--- src/rtl/demux_1to2_pipe_pkg.sv ---
// Shared definitions for the registered 1-to-2 demultiplexer.
package demux_1to2_pipe_pkg;
    localparam int DEFAULT_SIZE  = 32;
    localparam int DEFAULT_CNT_W = 16;

    typedef enum logic {
        BR0 = 1'b0,
        BR1 = 1'b1
    } branch_e;
endpackage

--- src/rtl/demux_1to2_pipe_if.sv ---
// Upstream word, two downstream branches and their transfer counters.
interface demux_1to2_pipe_if #(
    parameter int size  = 32,
    parameter int cnt_w = 16
);
    logic [size-1:0]  data_i;
    logic             select_i;
    logic             valid_i;
    logic             ready_o;
    logic [size-1:0]  data0_o;
    logic             valid0_o;
    logic             ready0_i;
    logic [size-1:0]  data1_o;
    logic             valid1_o;
    logic             ready1_i;
    logic [cnt_w-1:0] count0_o;
    logic [cnt_w-1:0] count1_o;

    modport master (
        output data_i, select_i, valid_i, ready0_i, ready1_i,
        input  ready_o, data0_o, valid0_o, data1_o, valid1_o, count0_o, count1_o
    );

    modport slave (
        input  data_i, select_i, valid_i, ready0_i, ready1_i,
        output ready_o, data0_o, valid0_o, data1_o, valid1_o, count0_o, count1_o
    );
endinterface

--- src/rtl/demux_slot.sv ---
// One output register of the demux: load/drain/flush plus its transfer counter.
module demux_slot #(
    parameter int size  = 32,
    parameter int cnt_w = 16
) (
    input  logic             clk_i,
    input  logic             rst_i,
    input  logic             flush_i,
    input  logic             load_i,
    input  logic [size-1:0]  data_i,
    input  logic             ready_i,
    output logic [size-1:0]  data_o,
    output logic             valid_o,
    output logic             free_o,
    output logic [cnt_w-1:0] count_o
);
    logic [size-1:0]  data_q, data_d;
    logic             valid_q, valid_d;
    logic [cnt_w-1:0] count_q, count_d;
    logic             xfer;

    assign xfer   = valid_q && ready_i;
    assign free_o = !valid_q || ready_i;

    always_comb begin
        data_d  = data_q;
        valid_d = valid_q;
        count_d = count_q + cnt_w'(xfer);
        // Flush wins over load; the caller never loads during flush anyway.
        if (flush_i) begin
            valid_d = 1'b0;
        end else if (load_i) begin
            data_d  = data_i;
            valid_d = 1'b1;
        end else if (xfer) begin
            valid_d = 1'b0;
        end
    end

    always_ff @(posedge clk_i) begin
        if (rst_i) begin
            data_q  <= '0;
            valid_q <= 1'b0;
            count_q <= '0;
        end else begin
            data_q  <= data_d;
            valid_q <= valid_d;
            count_q <= count_d;
        end
    end

    assign data_o  = data_q;
    assign valid_o = valid_q;
    assign count_o = count_q;
endmodule

--- src/rtl/demux_1to2_pipe.sv ---
// Registered 1-to-2 demux: steers an accepted word into one of two handshaked slots.
module demux_1to2_pipe
    import demux_1to2_pipe_pkg::*;
#(
    parameter int size  = DEFAULT_SIZE,
    parameter int cnt_w = DEFAULT_CNT_W
) (
    input logic               clk_i,
    input logic               rst_i,
    input logic               flush_i,
    demux_1to2_pipe_if.slave  bus
);
    branch_e sel;
    logic    free0, free1;
    logic    accept;
    logic    load0, load1;

    assign sel        = branch_e'(bus.select_i);
    assign bus.ready_o = !rst_i && !flush_i && ((sel == BR1) ? free1 : free0);
    assign accept     = bus.valid_i && bus.ready_o;
    assign load0      = accept && (sel == BR0);
    assign load1      = accept && (sel == BR1);

    demux_slot #(.size(size), .cnt_w(cnt_w)) u_slot0 (
        .clk_i   (clk_i),
        .rst_i   (rst_i),
        .flush_i (flush_i),
        .load_i  (load0),
        .data_i  (bus.data_i),
        .ready_i (bus.ready0_i),
        .data_o  (bus.data0_o),
        .valid_o (bus.valid0_o),
        .free_o  (free0),
        .count_o (bus.count0_o)
    );

    demux_slot #(.size(size), .cnt_w(cnt_w)) u_slot1 (
        .clk_i   (clk_i),
        .rst_i   (rst_i),
        .flush_i (flush_i),
        .load_i  (load1),
        .data_i  (bus.data_i),
        .ready_i (bus.ready1_i),
        .data_o  (bus.data1_o),
        .valid_o (bus.valid1_o),
        .free_o  (free1),
        .count_o (bus.count1_o)
    );
endmodule

--- src/flat_wrapper.sv ---
// flat-port wrapper written by rule: the top's interface ports become plain ports
module demux_1to2_pipe_flat import demux_1to2_pipe_pkg::*;
#(
    parameter int size  = DEFAULT_SIZE,
    parameter int cnt_w = DEFAULT_CNT_W
)
  (clk_i, rst_i, flush_i, bus_data_i, bus_select_i, bus_valid_i, bus_ready0_i, bus_ready1_i, bus_ready_o, bus_data0_o, bus_valid0_o, bus_data1_o, bus_valid1_o, bus_count0_o, bus_count1_o);
  demux_1to2_pipe_if #(.size(size), .cnt_w(cnt_w)) bus_i ();
  input logic clk_i;
  input logic rst_i;
  input logic flush_i;
  input wire logic [$bits(bus_i.data_i)-1:0] bus_data_i;
  input wire logic [$bits(bus_i.select_i)-1:0] bus_select_i;
  input wire logic [$bits(bus_i.valid_i)-1:0] bus_valid_i;
  input wire logic [$bits(bus_i.ready0_i)-1:0] bus_ready0_i;
  input wire logic [$bits(bus_i.ready1_i)-1:0] bus_ready1_i;
  output wire logic [$bits(bus_i.ready_o)-1:0] bus_ready_o;
  output wire logic [$bits(bus_i.data0_o)-1:0] bus_data0_o;
  output wire logic [$bits(bus_i.valid0_o)-1:0] bus_valid0_o;
  output wire logic [$bits(bus_i.data1_o)-1:0] bus_data1_o;
  output wire logic [$bits(bus_i.valid1_o)-1:0] bus_valid1_o;
  output wire logic [$bits(bus_i.count0_o)-1:0] bus_count0_o;
  output wire logic [$bits(bus_i.count1_o)-1:0] bus_count1_o;
  assign bus_i.data_i = bus_data_i;
  assign bus_i.select_i = bus_select_i;
  assign bus_i.valid_i = bus_valid_i;
  assign bus_i.ready0_i = bus_ready0_i;
  assign bus_i.ready1_i = bus_ready1_i;
  assign bus_ready_o = bus_i.ready_o;
  assign bus_data0_o = bus_i.data0_o;
  assign bus_valid0_o = bus_i.valid0_o;
  assign bus_data1_o = bus_i.data1_o;
  assign bus_valid1_o = bus_i.valid1_o;
  assign bus_count0_o = bus_i.count0_o;
  assign bus_count1_o = bus_i.count1_o;
  demux_1to2_pipe #(.size(size), .cnt_w(cnt_w)) u_core (.clk_i(clk_i), .rst_i(rst_i), .flush_i(flush_i), .bus(bus_i));
endmodule
--- config.mk ---
export PLATFORM = sky130hd
export DESIGN_NAME = demux_1to2_pipe_flat
export DESIGN_NICKNAME = d
export VERILOG_FILES = /design/src/rtl/demux_1to2_pipe_pkg.sv /design/src/rtl/demux_1to2_pipe_if.sv /design/src/rtl/demux_slot.sv /design/src/rtl/demux_1to2_pipe.sv /design/src/flat_wrapper.sv
export SDC_FILE = /design/constraint.sdc
export NUM_CORES = 1
export LEC_CHECK = 0
export ABC_AREA = 1
export BUFFER_PORTS_ARGS = -buffer_cell sky130_fd_sc_hd__buf_2
export CAP_MARGIN = 20
export CORE_MARGIN = 3
export CORE_UTILIZATION = 50
export CTS_BUF_LIST = sky130_fd_sc_hd__clkbuf_16
export CTS_CLUSTER_SIZE = 40
export DETAILED_ROUTE_END_ITERATION = 8
export GPL_TIMING_DRIVEN = 0
export PLACE_DENSITY_LB_ADDON = 0.1
export SLEW_MARGIN = 5
export SYNTH_ARGS = -nofsm -noshare
export SYNTH_HDL_FRONTEND = slang
export SYNTH_SLANG_ARGS = --single-unit
--- constraint.sdc ---
create_clock -name clk_i -period 2.2 [get_ports clk_i]
set_input_delay 0.44 -clock clk_i [delete_from_list [all_inputs] [get_ports clk_i]]
set_output_delay 0.44 -clock clk_i [all_outputs]
set_load 0.03 [all_outputs]
Word level (Yosys, flattened, before mapping)
Index checks and enable logic that the tools add are counted.
{"block": "op_classes", "n_addsub": 2, "n_reduce_logical": 18, "n_mux": 5, "bitwise": 2}
{"cell": "$add A16 B1 Y16", "count": 2}
{"cell": "$logic_and A1 B1 Y1", "count": 7}
{"cell": "$mux W1", "count": 5}
{"cell": "$logic_not A1 Y1", "count": 4}
{"cell": "$reduce_and A2 Y1", "count": 2}
{"cell": "$reduce_bool A2 Y1", "count": 2}
{"cell": "$logic_or A1 B1 Y1", "count": 2}
{"cell": "$not A1 Y1", "count": 2}
{"cell": "$reduce_or A2 Y1", "count": 1}
{"block": "word_totals", "reg_bits": 98, "input_bits": 39, "out_inout_bits": 99, "word_cells": 33}

Longest topological paths before layout
{"block": "logic_depth", "depth_word": 7, "mapped_depth": 9, "depth_no_buf": 9}

Modules after synthesis
A second synthesis with hierarchy kept.
{"block": "unflattened", "hier_cells": 545, "area_unflattened_um2": 3983.8}
{"module": "demux_slot", "n_inst": 2, "cells_each": 268, "area_each_um2": 1965.6, "seq_area_each_um2": 980.9}
{"module": "demux_1to2_pipe", "n_inst": 1, "cells_each": 9, "area_each_um2": 52.6, "seq_area_each_um2": 0.0}

Worst setup path before layout
No wires, ideal clock.
{"block": "synth_path", "kind": "reg-to-reg", "from": "reg u_core.u_slot1.valid_q (netlist: u_core.u_slot1.valid_o)", "to": "reg u_core.u_slot1.count_q[6] (netlist: u_core.u_slot1.count_o[6])", "synth_period_minus_slack_ns": 1.791, "stages_incl_launch_ff": 9, "setup_slack_ns": 0.409, "required_time_ns": 2.070, "n_path_buf": 0, "setup_time_ns": 0.130, "arrival_time_ns": 1.660, "path_cell_list": "dfxtp_1 -> nand2_1 -> inv_1 -> ha_1 -> ha_1 -> nand3_1 -> nor3_1 -> nand2_1 -> nor3b_1"}
{"block": "synth_between", "elab_chain_len": 2}
{"item": "start, declared", "line_no": "demux_slot.sv:18", "rtl": "logic valid_q, valid_d;"}
{"item": "start signal, assigned", "line_no": "demux_slot.sv:47", "rtl": "valid_q <= valid_d;"}
{"item": "$logic_and A1 B1 Y1", "line_no": "demux_slot.sv:22", "rtl": "assign xfer = valid_q && ready_i;"}
{"item": "$add A16 B1 Y16", "line_no": "demux_slot.sv:28", "rtl": "count_d = count_q + cnt_w'(xfer);"}
{"item": "end signal, assigned", "line_no": "demux_slot.sv:48", "rtl": "count_q <= count_d;"}
{"item": "end, declared", "line_no": "demux_slot.sv:19", "rtl": "logic [cnt_w-1:0] count_q, count_d;"}
Every way passes these cells.
A chain may end at the register's enable or synchronous reset.

Worst setup path in the final report
Same ends and word-level chain as after synthesis.

==> flow_metrics.py <==
metrics = {
    "worst_setup_path": {
        "crit_arrival_ns": 2.17,
        "crit_chain": "nand2_1 > inv_1 > ha_1 > ha_1 > nand3_1 > nor3_1 > nand2_1 > nor3b_1",
        "slowest_delay_ns": 0.45,
        "cp-start-kind": "flip-flop",
        "crit_slowest_cell": "nor3_1",
        "crit_family": "simple AND/OR/NAND/NOR gates",
        "worstPathMaxFanout": 4,
        "cp.required_ns": 2.40,
        "critPathKind": "flip-flop to flip-flop",
        "cp_num_buf_inv": 1,
        "endpoint_kind": "flip-flop",
    },
    "power_and_ir_drop": {
        "power.density_mw_per_mm2": 704,
        "ir_drop_v": 0.000441,
        "leakagePower_nw": 2.61,
    },
    "grt": {
        "grt_pass1_vias": 3819,
        "grt_use_met3_pct": 6.42,
        "grt_max_degree": 17,
        "gr-max-usage-layer": "met2",
        "grtUsageMet1_pct": 28.4,
        "grt_overflow_total": 0,
        "grt_usage_pct": 22.2,
        "antenna_found_initial": 0,
        "grtUsageMet2_pct": 37.0,
        "grt_pass1_wl_mm": 17.7,
    },
    "clocking": {
        "cts_htree_levels": 3,
        "clk_latency_ns": 0.34,
        "clock-sinks": 98,
        "cts_resized": 0,
        "cts_buffers": 9,
        "clk_path_buf_depth": 2,
        "cts_root_buffer": "clkbuf_16",
        "cts_tree": "done",
        "path_clk_slew_ns": 0.06,
        "cts_hold_buf": 0,
        "cts_setup_buffers": 0,
    },
    "sta": {
        "fin_crit_sh_pct": 89.9,
        "setup_violations": 0,
        "tns_ns": 0,
        "worstMarginPinSlew_ns": 0.554,
        "fmax_ghz": 0.506,
        "skew_ns": 0.00612,
        "post-route-min-period_ns": 1.98,
        "slew_headroom_pct": 63.1,
        "drv_slew": 0,
        "rsz0062_at_grt": "false",
        "hold_viol_final": 0,
    },
    "final_layout": {
        "stdcell_count": 847,
        "fillers": 749,
        "layout.nets": 785,
        "area_growth_pct": 26.9,
        "drive_above_1_share_pct": 22.1,
        "diodes": 0,
    },
    "floorplanning": {
        "core_area_mm2": 0.00785,
        "top_level_ports": 138,
        "rows": 32,
        "die_h_um": 96.8,
        "dieArea_mm2": 0.00937,
        "chipWidth_um": 96.8,
        "start_util_pct": 52.5,
    },
    "logic_synthesis": {
        "synth_fp_nets": 637,
        "netlist_instances": 592,
        "syn_avg_cell_area_um2": 6.96,
        "dominantRegCellSynth": "dfxtp_1",
        "syn_area_mm2": 0.00412,
        "synth_edf_count": 0,
        "async_flop_share_pct": 0,
        "ys_seq_elements": 98,
        "ys_warn_count": 0,
        "synth.distinct_cells": 24,
        "yosysSeqAreaShare_pct": 47.6,
    },
    "place": {
        "place_congestion": 0.812,
        "placedCellCount": 831,
        "io_buffers": 137,
        "hpwl_mm": 8.08,
    },
    "drt": {
        "post_drt_wl_per_cell_um": 12.4,
        "vias_per_cell": 4.88,
        "vias": 4133,
        "route.detailed.drc": 0,
        "drt-initial-drc-count": 90,
        "ant_nets": 0,
        "drt_wl_total_mm": 10.5,
        "drt-pass1-iter-count": 4,
    },
    "run_status": {
        "status": "complete, no violations",
    },
    "hold_path": {
        "min-delay-path-class": "primary input to flip-flop",
    },
    "run": {
        "maxCapViolCount": 0,
    },
}
==> kinds of logic after synthesis <==
logic type,after synthesis,share of synthesized area [%]
buffers and inverters,99,9.74
AOI/OAI and AO/OA,57,6.98
adders and majority gates,6,1.82
and+or+nand+nor,329,33.2
DFF,98,47.6
xor gates and xnor gates,3,0.637
==> through the flow <==
stage	area (um2)	setup WS [ns]	hold slack (ns)	utilization (%)	total power, mW
6_report	5230	0.223	0.416	66.7	3.68
4_1_cts	5230	0.214	0.409	66.7	3.71
3_3_place_gp	4940	0.135	0.459	62.9	2.17
2_1_floorplan	4120	0.409	0.596	-	2.07
5_1_grt	5230	0.0176	0.448	66.7	3.82
3_5_place_dp	4940	0.0767	0.465	62.9	2.18
==> cells in the mapped netlist, types with 7 or more instances <==
master / number / area share (%)
nand3_1: 46 / 5.6
inv_1: 72 / 6.6
dfxtp_1: 98 / 48
buf_1: 10 / 0.91
a21oi_1: 49 / 5.9
nor2_1: 168 / 15
nand2_1: 87 / 7.9
o21ai_0: 7 / 0.85
nor3_1: 11 / 1.3
nand4_1: 9 / 1.4
clkbuf_1: 7 / 0.64
==> per-layer routing <==
metal  vias to the layer above  part of all wire (%)
li1                       2145                     -
met4                         0                  0.85
met5                         -                     0
met2                       128                    46
met1                      1850                    45
met3                        10                   7.8
==> where the power goes <==
| part | internal (mW) | switching, mW |
|---|---|---|
| clock network | 0.879 | 0.667 |
| registers | 1.81 | 0.0175 |
| logic | 0.0977 | 0.215 |
==> sequential cells by signal, indices dropped and copies added (netlist names) <==
signal                  count
u_core.u_slot0.data_o      32
u_core.u_slot0.valid_o      1
u_core.u_slot1.valid_o      1
u_core.u_slot0.count_o     16
u_core.u_slot1.count_o     16
u_core.u_slot1.data_o      32
==> placed cells by master, fill, tap and decap left out <==
master	n
a21oi_1	49
and3_1	1
buf_1	10
buf_2	143
buf_6	3
bufinv_16	1
clkbuf_1	7
clkbuf_16	9
clkinv_1	1
clkinv_4	3
clkinvlp_4	1
dfxtp_1	98
ha_1	6
inv_1	73
inv_2	1
nand2_1	87
nand3_1	46
nand3_2	2
nand3b_1	2
nand4_1	9
nor2_1	168
nor2_2	1
nor3_1	11
nor3_4	1
nor3b_1	1
o21a_1	1
o21ai_0	7
xnor2_1	2
xor2_1	1
==> worst register-to-register path, delay by kind of cell (launching register included) <==
family | cells | cell delay, ns
and+or+nand+nor | 5 | 0.94
adders and majority gates | 2 | 0.43
DFF | 1 | 0.37
buffers and inverters | 1 | 0.10
==> layout make-up <==
type	instances	area, um2	area share [%]
plain buffers	26	128	2.44
clock buffers	9	225	4.30
clock inverters	7	71.3	1.36
inverters	73	274	5.24
multi-input cells	395	1760	33.6
flip-flops and latches	98	1960	37.5
well taps	102	128	2.44
repair buffers	137	686	13.1
==> worst paths after layout <==
path	from	cells past startpoint	endpoint	slack (ns)
max	u_core.u_slot1.valid_o	8	u_core.u_slot1.count_o[6]	0.22
min	flush_i	4	u_core.u_slot0.valid_o	0.42
max reg2reg	u_core.u_slot1.valid_o	8	u_core.u_slot1.count_o[6]	0.22
min reg2reg	u_core.u_slot0.count_o[15]	2	u_core.u_slot0.count_o[15]	0.47
No activity file was read; power rests on OpenSTA's default activity.
